## src/rtl/fpga_ram_arbiter.sv

```systemverilog
// Two-master arbiter for the single-port fpga_ram (4096 x 32), three cycles per access.
// Define FPGA_RAM_ARB_RR_EN for round-robin arbitration; otherwise port A has fixed priority.
module fpga_ram_arbiter (
  input  logic        clk,
  input  logic        reset_n,
  input  logic        a_cs,
  input  logic [3:0]  a_we,
  input  logic [11:0] a_address,
  input  logic [31:0] a_write_data,
  output logic [31:0] a_read_data,
  output logic        a_ready,
  input  logic        b_cs,
  input  logic [3:0]  b_we,
  input  logic [11:0] b_address,
  input  logic [31:0] b_write_data,
  output logic [31:0] b_read_data,
  output logic        b_ready,
  output logic        ram_cs,
  output logic [3:0]  ram_we,
  output logic [11:0] ram_address,
  output logic [31:0] ram_write_data,
  input  logic [31:0] ram_read_data
);

  typedef enum logic [1:0] {IDLE, ACCESS, DONE} state_t;

  state_t state;
  logic   grant_b;
  logic   pick_b;

  // grant_b doubles as the round-robin history: it always names the last port served.
  always_comb begin
`ifdef FPGA_RAM_ARB_RR_EN
    if (a_cs && b_cs)
      pick_b = ~grant_b;
    else
      pick_b = b_cs;
`else
    pick_b = b_cs & ~a_cs;
`endif
  end

  always_ff @(posedge clk or negedge reset_n) begin
    if (!reset_n) begin
      state          <= IDLE;
      grant_b        <= 1'b0;
      a_read_data    <= '0;
      b_read_data    <= '0;
      a_ready        <= 1'b0;
      b_ready        <= 1'b0;
      ram_cs         <= 1'b0;
      ram_we         <= '0;
      ram_address    <= '0;
      ram_write_data <= '0;
    end else begin
      case (state)
        IDLE: begin
          a_ready <= 1'b0;
          b_ready <= 1'b0;
          if (a_cs || b_cs) begin
            ram_cs         <= 1'b1;
            ram_we         <= pick_b ? b_we : a_we;
            ram_address    <= pick_b ? b_address : a_address;
            ram_write_data <= pick_b ? b_write_data : a_write_data;
            grant_b        <= pick_b;
            state          <= ACCESS;
          end
        end
        ACCESS: begin
          // Read data is captured for writes too (old contents, write commits on this edge).
          if (grant_b) begin
            b_read_data <= ram_read_data;
            b_ready     <= 1'b1;
          end else begin
            a_read_data <= ram_read_data;
            a_ready     <= 1'b1;
          end
          ram_cs <= 1'b0;
          ram_we <= '0;
          state  <= DONE;
        end
        DONE: begin
          a_ready <= 1'b0;
          b_ready <= 1'b0;
          state   <= IDLE;
        end
        default: begin
          ram_cs <= 1'b0;
          ram_we <= '0;
          state  <= IDLE;
        end
      endcase
    end
  end

endmodule

```

## config.mk

```make
export PLATFORM = sky130hd
export DESIGN_NAME = fpga_ram_arbiter
export DESIGN_NICKNAME = d
export VERILOG_FILES = /design/src/rtl/fpga_ram_arbiter.sv
export SDC_FILE = /design/constraint.sdc
export NUM_CORES = 1
export LEC_CHECK = 0
export BUFFER_PORTS_ARGS = -buffer_cell sky130_fd_sc_hd__buf_2
export CAP_MARGIN = 5
export CORE_AREA = 2 2 108 110
export CTS_BUF_LIST = sky130_fd_sc_hd__clkbuf_16
export DETAILED_ROUTE_END_ITERATION = 8
export DIE_AREA = 0 0 110 112
export PLACE_DENSITY = 0.79
export SLEW_MARGIN = 10
export SYNTH_ARGS = -nofsm -noshare
export SYNTH_HDL_FRONTEND = slang
export SYNTH_SLANG_ARGS = --single-unit
```

## constraint.sdc

```tcl
create_clock -name clk -period 1.91 [get_ports clk]
set_clock_uncertainty 0.15 [all_clocks]
set_input_delay 0.191 -clock clk [delete_from_list [all_inputs] [get_ports clk]]
set_output_delay 0.191 -clock clk [all_outputs]
set_load 0.02 [all_outputs]
```

==> metrics, run 1 <==
critical path data required time between 2 and 2.5 ns; port bufs between 200 and 250; largest net degree at the start of global routing 44; Worst setup EP type register; synth unique cells 18; period utilisation layout 0.9540; Period minus WS final approximately 1.8 ns; CTS Root Cell clkbuf_16; Register-to-Register Path Depth 5; row cnt 39; initial antenna violation count 2; final hold vios 1; Syn Area/Cell 16.30 µm²; Lkg Pwr ~3.8 nW; clock slew at reported path FFs ~0.05 ns; Yosys top cell area share 0.5843; R2R Setup Slk between 0.15 and 0.2 ns; hpwl dp between 9000 and 10000 µm; fillers between 700 and 800; Mapped Nets 442; pwr/cell area approximately 1800 nW/µm²; Post-route DRC 0; final instance area about 7700 µm²; CTS tree yes; total global-route track usage 0.2303; outcome finished, violations left; crit path max fanout 27; most common library cells after synthesis mux2_2 (121), dfrtp_1 (118), mux2_4 (31), buf_2 (8), buf_4 (5); HP Start b_we[0]; failing checks negative hold slack; final setup TNS 0 ns; Worst R2R End ram_write_data[25]; Initial Utilization 0.4522; post-route ant nets 0; first-pass GRT wire length around 21000 µm; share of flip-flops with an asynchronous set or reset after synthesis 1.000; DRT iter0 DRCs 153; worst-margin pin slew around 0.53 ns; #FFs+latches synth roughly 120; remaining global-route overflow 0; startpoint types primary input; WHS Endpoint ram_we[0]; WHS Path Cells 3; wire per inst between 15 and 20 µm; slew margin rel. 0.6466; drt first pass iters 4; CTS Buf Count 17; vias a little under 4000; Synth Warn # 0; Slew Viols, Final 0; Peak Freq about 550 MHz; CTS H-tree lvls 4; Worst Path Arrival 1.95 ns; RSZ-0062 raised after global routing false; final setup fails 0; vias per std cell around 4.9; clock buffer depth 2; largest cells by area after synthesis dfrtp_1 (58%), mux2_2 (27%), mux2_4 (9.2%); post-synth top area cell dfrtp_1; die height 112 µm; layout cell share with drive strength beyond 1 0.6838; GPL Wtd Cong slightly below 0.8; nets approximately 760; clock sinks approximately 120; Synth Flop Type dfrtp_1; Crit Path Class in2reg; # IOs between 200 and 250; peak supply drop roughly 1.4 mV; Detailed Route WL ~14000 µm; WHS -0.006093 ns; most common cell in the netlist mux2_2; Crit Reg-Reg Startpoint state[0]; Worst-Skew Late Latency ~0.39 ns; Mapped Cells 310; HP Class in2reg; placed cell area ~6500 µm²; Layout area overhead 52.71%; number of flops mapped to enable cells by yosys 0; via count of the first global-routing pass 4352; total power between 10 and 15 mW; MaxCap Viol Count 0; die width 110 µm; cell area after synthesis just over 5000 µm²; core box area 11170 µm²; Die Footprint ~12000 µm²; # Post-CTS Setup Buffers 0; register area share after synthesis 0.5843
==> power by group <==
group | internal [mW] | leakage (nW) | switching (mW) | total [mW]
clock network | 2.01 | 0.283 | 1.06 | 3.07
logic | 2.82 | 2.15 | 3.28 | 6.10
registers | 3.81 | 1.39 | 0.707 | 4.51
==> area by class of cell <==
type | instances | area (µm²) | area share
antenna | 2 | 5.005 | 0.0006485
inverter | 1 | 3.754 | 0.0004864
multi-input combinational | 175 | 2001 | 0.2592
timing repair buffer | 317 | 2007 | 0.2601
clock inverter | 14 | 143.9 | 0.01864
tap | 143 | 178.9 | 0.02318
sequential | 118 | 2953 | 0.3826
clock buffer | 17 | 425.4 | 0.05512
==> sequential cells by signal, indices dropped and copies added (netlist names) <==
register / cells
ram_write_data: 32
ram_cs: 1
b_read_data: 32
ram_address: 12
state: 2
a_read_data: 32
ram_we: 4
a_ready: 1
grant_b: 1
b_ready: 1
==> kinds of logic (layout without fill, tap and decap cells) <==
group | after synthesis | after routing | synth area share
flops | 118 | 118 | 0.5843
compound gates | 9 | 9 | 0.01411
simple gates | 10 | 10 | 0.009162
buf+inv | 17 | 349 | 0.02278
other cells | 0 | 2 | 0
mux | 156 | 156 | 0.3696
==> cells in the final DEF, fill, tap and decap left out <==
master,n
o21ai_2,1
inv_1,2
o21ba_2,1
buf_2,245
and2b_1,1
bufinv_16,3
clkinv_2,4
nor2b_4,1
mux2_4,31
clkinv_1,3
clkbuf_16,17
a21o_1,1
nand2_1,3
nor2_1,4
dfrtp_1,118
inv_2,1
buf_4,4
mux2_2,121
clkinvlp_4,2
o2bb2ai_1,4
diode_2,2
buf_12,7
nand2b_4,1
a21oi_1,2
mux2i_1,4
dlygate4sd3_1,61
==> metrics by stage <==
stage	utilization	setup WS (ns)	cells
2_1_floorplan	-	0.2575	310
3_3_place_gp	0.5841	0.2063	693
3_5_place_dp	0.5841	0.1392	693
4_1_cts	0.6897	0.01823	785
5_1_grt	0.6906	0.07140	787
6_report	0.6906	0.08792	787
==> routing by layer <==
metal / global-route usage / share of wire
met5: 0 / 0
met4: 0.1021 / 0.019
met3: 0.06967 / 0.078
met2: 0.4180 / 0.54
met1: 0.2387 / 0.36
==> worst max path at each step <==
stage / start / endpoint / slack (ns) / cells past startpoint
2_1_floorplan: state[0] / ram_write_data[10] / 0.26 / 5
3_3_place_gp: a_cs / ram_write_data[24] / 0.21 / 5
3_5_place_dp: a_cs / ram_write_data[23] / 0.14 / 5
4_1_cts: a_cs / ram_write_data[22] / 0.02 / 6
5_1_grt: a_cs / ram_write_data[22] / 0.07 / 6
6_report: a_cs / ram_write_data[22] / 0.09 / 6
==> critical path, cell delays in order <==
cell and delay, ns:
dlygate4sd3_1 0.52, buf_2 0.16, nand2b_4 0.21, buf_12 0.23, mux2_2 0.37, mux2_2 0.27
==> repair_timing <==
| item | CTS | global route |
|---|---|---|
| endpoints found under the hold margin | 118 | 0 |
| hold buffers | 61 | 0 |
| endpoints found under the setup margin | 0 | 2 |
| resized for setup | 0 | 1 |
Note: power is estimated with default switching activity, not from simulation.
==> run 2: changes to the inputs <==
--- a/config.mk
+++ b/config.mk
@@ -5,12 +5,13 @@
 export SDC_FILE = /design/constraint.sdc
 export NUM_CORES = 1
 export LEC_CHECK = 0
+export ABC_AREA = 1
 export BUFFER_PORTS_ARGS = -buffer_cell sky130_fd_sc_hd__buf_2
 export CAP_MARGIN = 5
-export CORE_AREA = 2 2 108 110
+export CORE_AREA = 2 2 110 112
 export CTS_BUF_LIST = sky130_fd_sc_hd__clkbuf_16
 export DETAILED_ROUTE_END_ITERATION = 8
-export DIE_AREA = 0 0 110 112
+export DIE_AREA = 0 0 112 114
 export PLACE_DENSITY = 0.79
 export SLEW_MARGIN = 10
 export SYNTH_ARGS = -nofsm -noshare
==> metrics, run 2 <==
Post-CTS Hold Buffers 126 (was 61); Synth Warn # 0 (unchanged); layout cell share with drive strength beyond 1 0.3386 (was 0.6838); Layout area overhead 59.26% (was 52.71%); largest net degree at the start of global routing 66 (was 44); final setup fails 0 (unchanged); clock buffer depth 2 (unchanged); most common cell in the netlist nand2_1 (was mux2_2); cell area after synthesis 5325 µm² (was 5054 µm²); most common library cells after synthesis nand2_1 (309), dfrtp_1 (118), nand3_1 (52), o21ai_2 (46), inv_1 (36) (was mux2_2 (121), dfrtp_1 (118), mux2_4 (31), buf_2 (8), buf_4 (5)); DRT iter0 DRCs 621 (was 153); vias per std cell 5.039 (was 4.920); HP Class in2reg (unchanged); Period minus WS final 1.628 ns (was 1.822 ns); critical path data required time 2.10 ns (was 2.04 ns); final instance area 8481 µm² (was 7717 µm²); Syn Area/Cell 8.493 µm² (was 16.30 µm²); RSZ-0062 raised after global routing false (unchanged); CTS H-tree lvls 4 (unchanged); hpwl dp 9903 µm (was 9325 µm); peak supply drop 1.214 mV (was 1.375 mV); largest cells by area after synthesis dfrtp_1 (55%), nand2_1 (22%), o21ai_2 (7.6%) (was dfrtp_1 (58%), mux2_2 (27%), mux2_4 (9.2%)); row cnt 40 (was 39); MaxCap Viol Count 0 (unchanged); share of flip-flops with an asynchronous set or reset after synthesis 1.000 (unchanged); nets 1123 (was 762); register area share after synthesis 0.5545 (was 0.5843); wire per inst 15.65 µm (was 17.84 µm); slew margin rel. 0.6524 (was 0.6466); startpoint types primary input (unchanged); post-synth top area cell dfrtp_1 (unchanged); Mapped Nets 759 (was 442); Die Footprint 12770 µm² (was 12320 µm²); crit path max fanout 48 (was 27); number of flops mapped to enable cells by yosys 0 (unchanged); synth unique cells 16 (was 18); Mapped Cells 627 (was 310); CTS Root Cell clkbuf_16 (unchanged); Worst-Skew Late Latency 0.40 ns (was 0.39 ns); final hold vios 0 (was 1); Synth Flop Type dfrtp_1 (unchanged); Slew Viols, Final 0 (unchanged); remaining global-route overflow 0 (unchanged); # Post-CTS Setup Buffers 0 (unchanged); vias 5800 (was 3872); worst-margin pin slew 0.5214 ns (was 0.5302 ns); CTS Buf Count 17 (unchanged); CTS tree yes (unchanged); initial antenna violation count 0 (was 2); first-pass GRT wire length 29370 µm (was 21410 µm); Detailed Route WL 18020 µm (was 14040 µm); Ant. Diodes 0 (was 2); GPL Wtd Cong 0.8209 (was 0.7757); clock sinks 118 (unchanged); total global-route track usage 0.2911 (was 0.2303); drt first pass iters 6 (was 4); Largest regs a_read_data (32), b_read_data (32), ram_write_data (32) (unchanged); pwr/cell area 1620 nW/µm² (was 1773 nW/µm²); via count of the first global-routing pass 5901 (was 4352); # IOs 247 (unchanged); Worst Path Arrival 1.82 ns (was 1.95 ns); Initial Utilization 0.4547 (was 0.4522); Yosys top cell area share 0.5545 (was 0.5843); Lkg Pwr 4.784 nW (was 3.821 nW); core box area 11710 µm² (was 11170 µm²); clock slew at reported path FFs 0.06 ns (was 0.05 ns); Peak Freq 614.4 MHz (was 548.8 MHz); die width 112 µm (was 110 µm); final setup TNS 0 ns (unchanged); post-cts sizing count 0 (unchanged); Crit Path Class in2reg (unchanged); Worst setup EP type register (unchanged); post-route ant nets 0 (unchanged); period utilisation layout 0.8521 (was 0.9540); commonest non-fill, non-tap cells in the layout nand2_1 (309), buf_2 (245), dlygate4sd3_1 (126), dfrtp_1 (118), nand3_1 (52) (was buf_2 (245), mux2_2 (121), dfrtp_1 (118), dlygate4sd3_1 (61), mux2_4 (31)); Post-route DRC 0 (unchanged); #FFs+latches synth 118 (unchanged); die height 114 µm (was 112 µm); most common cell after layout, fill and taps aside nand2_1 (was buf_2); outcome finished clean (was finished, violations left); placed cell area 6608 µm² (was 6528 µm²); port bufs 246 (unchanged)
run 2: logic make-up (layout without fill, tap and decap cells):
group                  Yosys count  count (layout)  share of synthesized area
AO/OA/AOI/OAI                   66              66                    0.09445
buffers and inverters           78             455                    0.07918
flip-flops                     118             118                     0.5545
AND/OR/NAND/NOR                365             365                     0.2718
run 2: final cells by class:
class / count / area, µm²
Fill cell: 759 / 3231
Timing Repair Buffer: 384 / 2635
Tap cell: 147 / 183.9
Clock inverter: 15 / 186.4
Multi-Input combinational cell: 431 / 1951
Sequential cell: 118 / 2953
Clock buffer: 17 / 425.4
Inverter: 39 / 146.4
run 2: power breakdown:
part           switching (mW)  internal [mW]  total (mW)
combinational            3.94           2.07        6.01
clock                    1.13           2.16        3.29
sequential              0.716           3.72        4.44
total                    5.78           7.96        13.7
run 2: path summary, 6_finish.rpt:
check                                        from                  to  slack, ns  depth (start not counted)
worst min-delay path                      b_we[3]           ram_we[3]       0.06                          5
max in group asynchronous                 reset_n     b_read_data[11]       0.82                          3
worst max-delay path                         a_cs  ram_write_data[24]       0.28                          8
min in group asynchronous                 reset_n            state[1]       0.14                          2
worst min register to register  ram_write_data[6]   ram_write_data[6]       0.32                          2
worst max register to register           state[0]      b_read_data[3]       0.35                          6
run 2: worst max-delay path, stage by stage:
cell and delay, ns:
buf_2 0.09, inv_1 0.08, buf_4 0.43, nand3_1 0.19, nand2_1 0.14, dlygate4sd3_1 0.56, nand2_1 0.06, nand2_1 0.06
run 2: layer usage:
metal,vias to the layer above,GRT usage,wire (µm)
li1,2687,-,-
met1,2685,0.3530,6943
met2,365,0.5002,8868
met3,63,0.07651,1572
met4,0,0.1146,633
met5,-,0,0
run 2: metrics by stage:
stage            util  worst slack (ns)  hold slack, ns  cells  power, mW
2_1_floorplan       -            0.6403         -0.2546    627      8.216
3_3_place_gp   0.5642            0.4458        0.005582    993      9.944
3_5_place_dp   0.5642            0.3729        0.005160    993      10.08
4_1_cts        0.7241            0.3575        0.009540   1151      13.65
5_1_grt        0.7241            0.2004         0.09770   1151      14.58
6_report       0.7241            0.2824         0.06093   1151      13.74
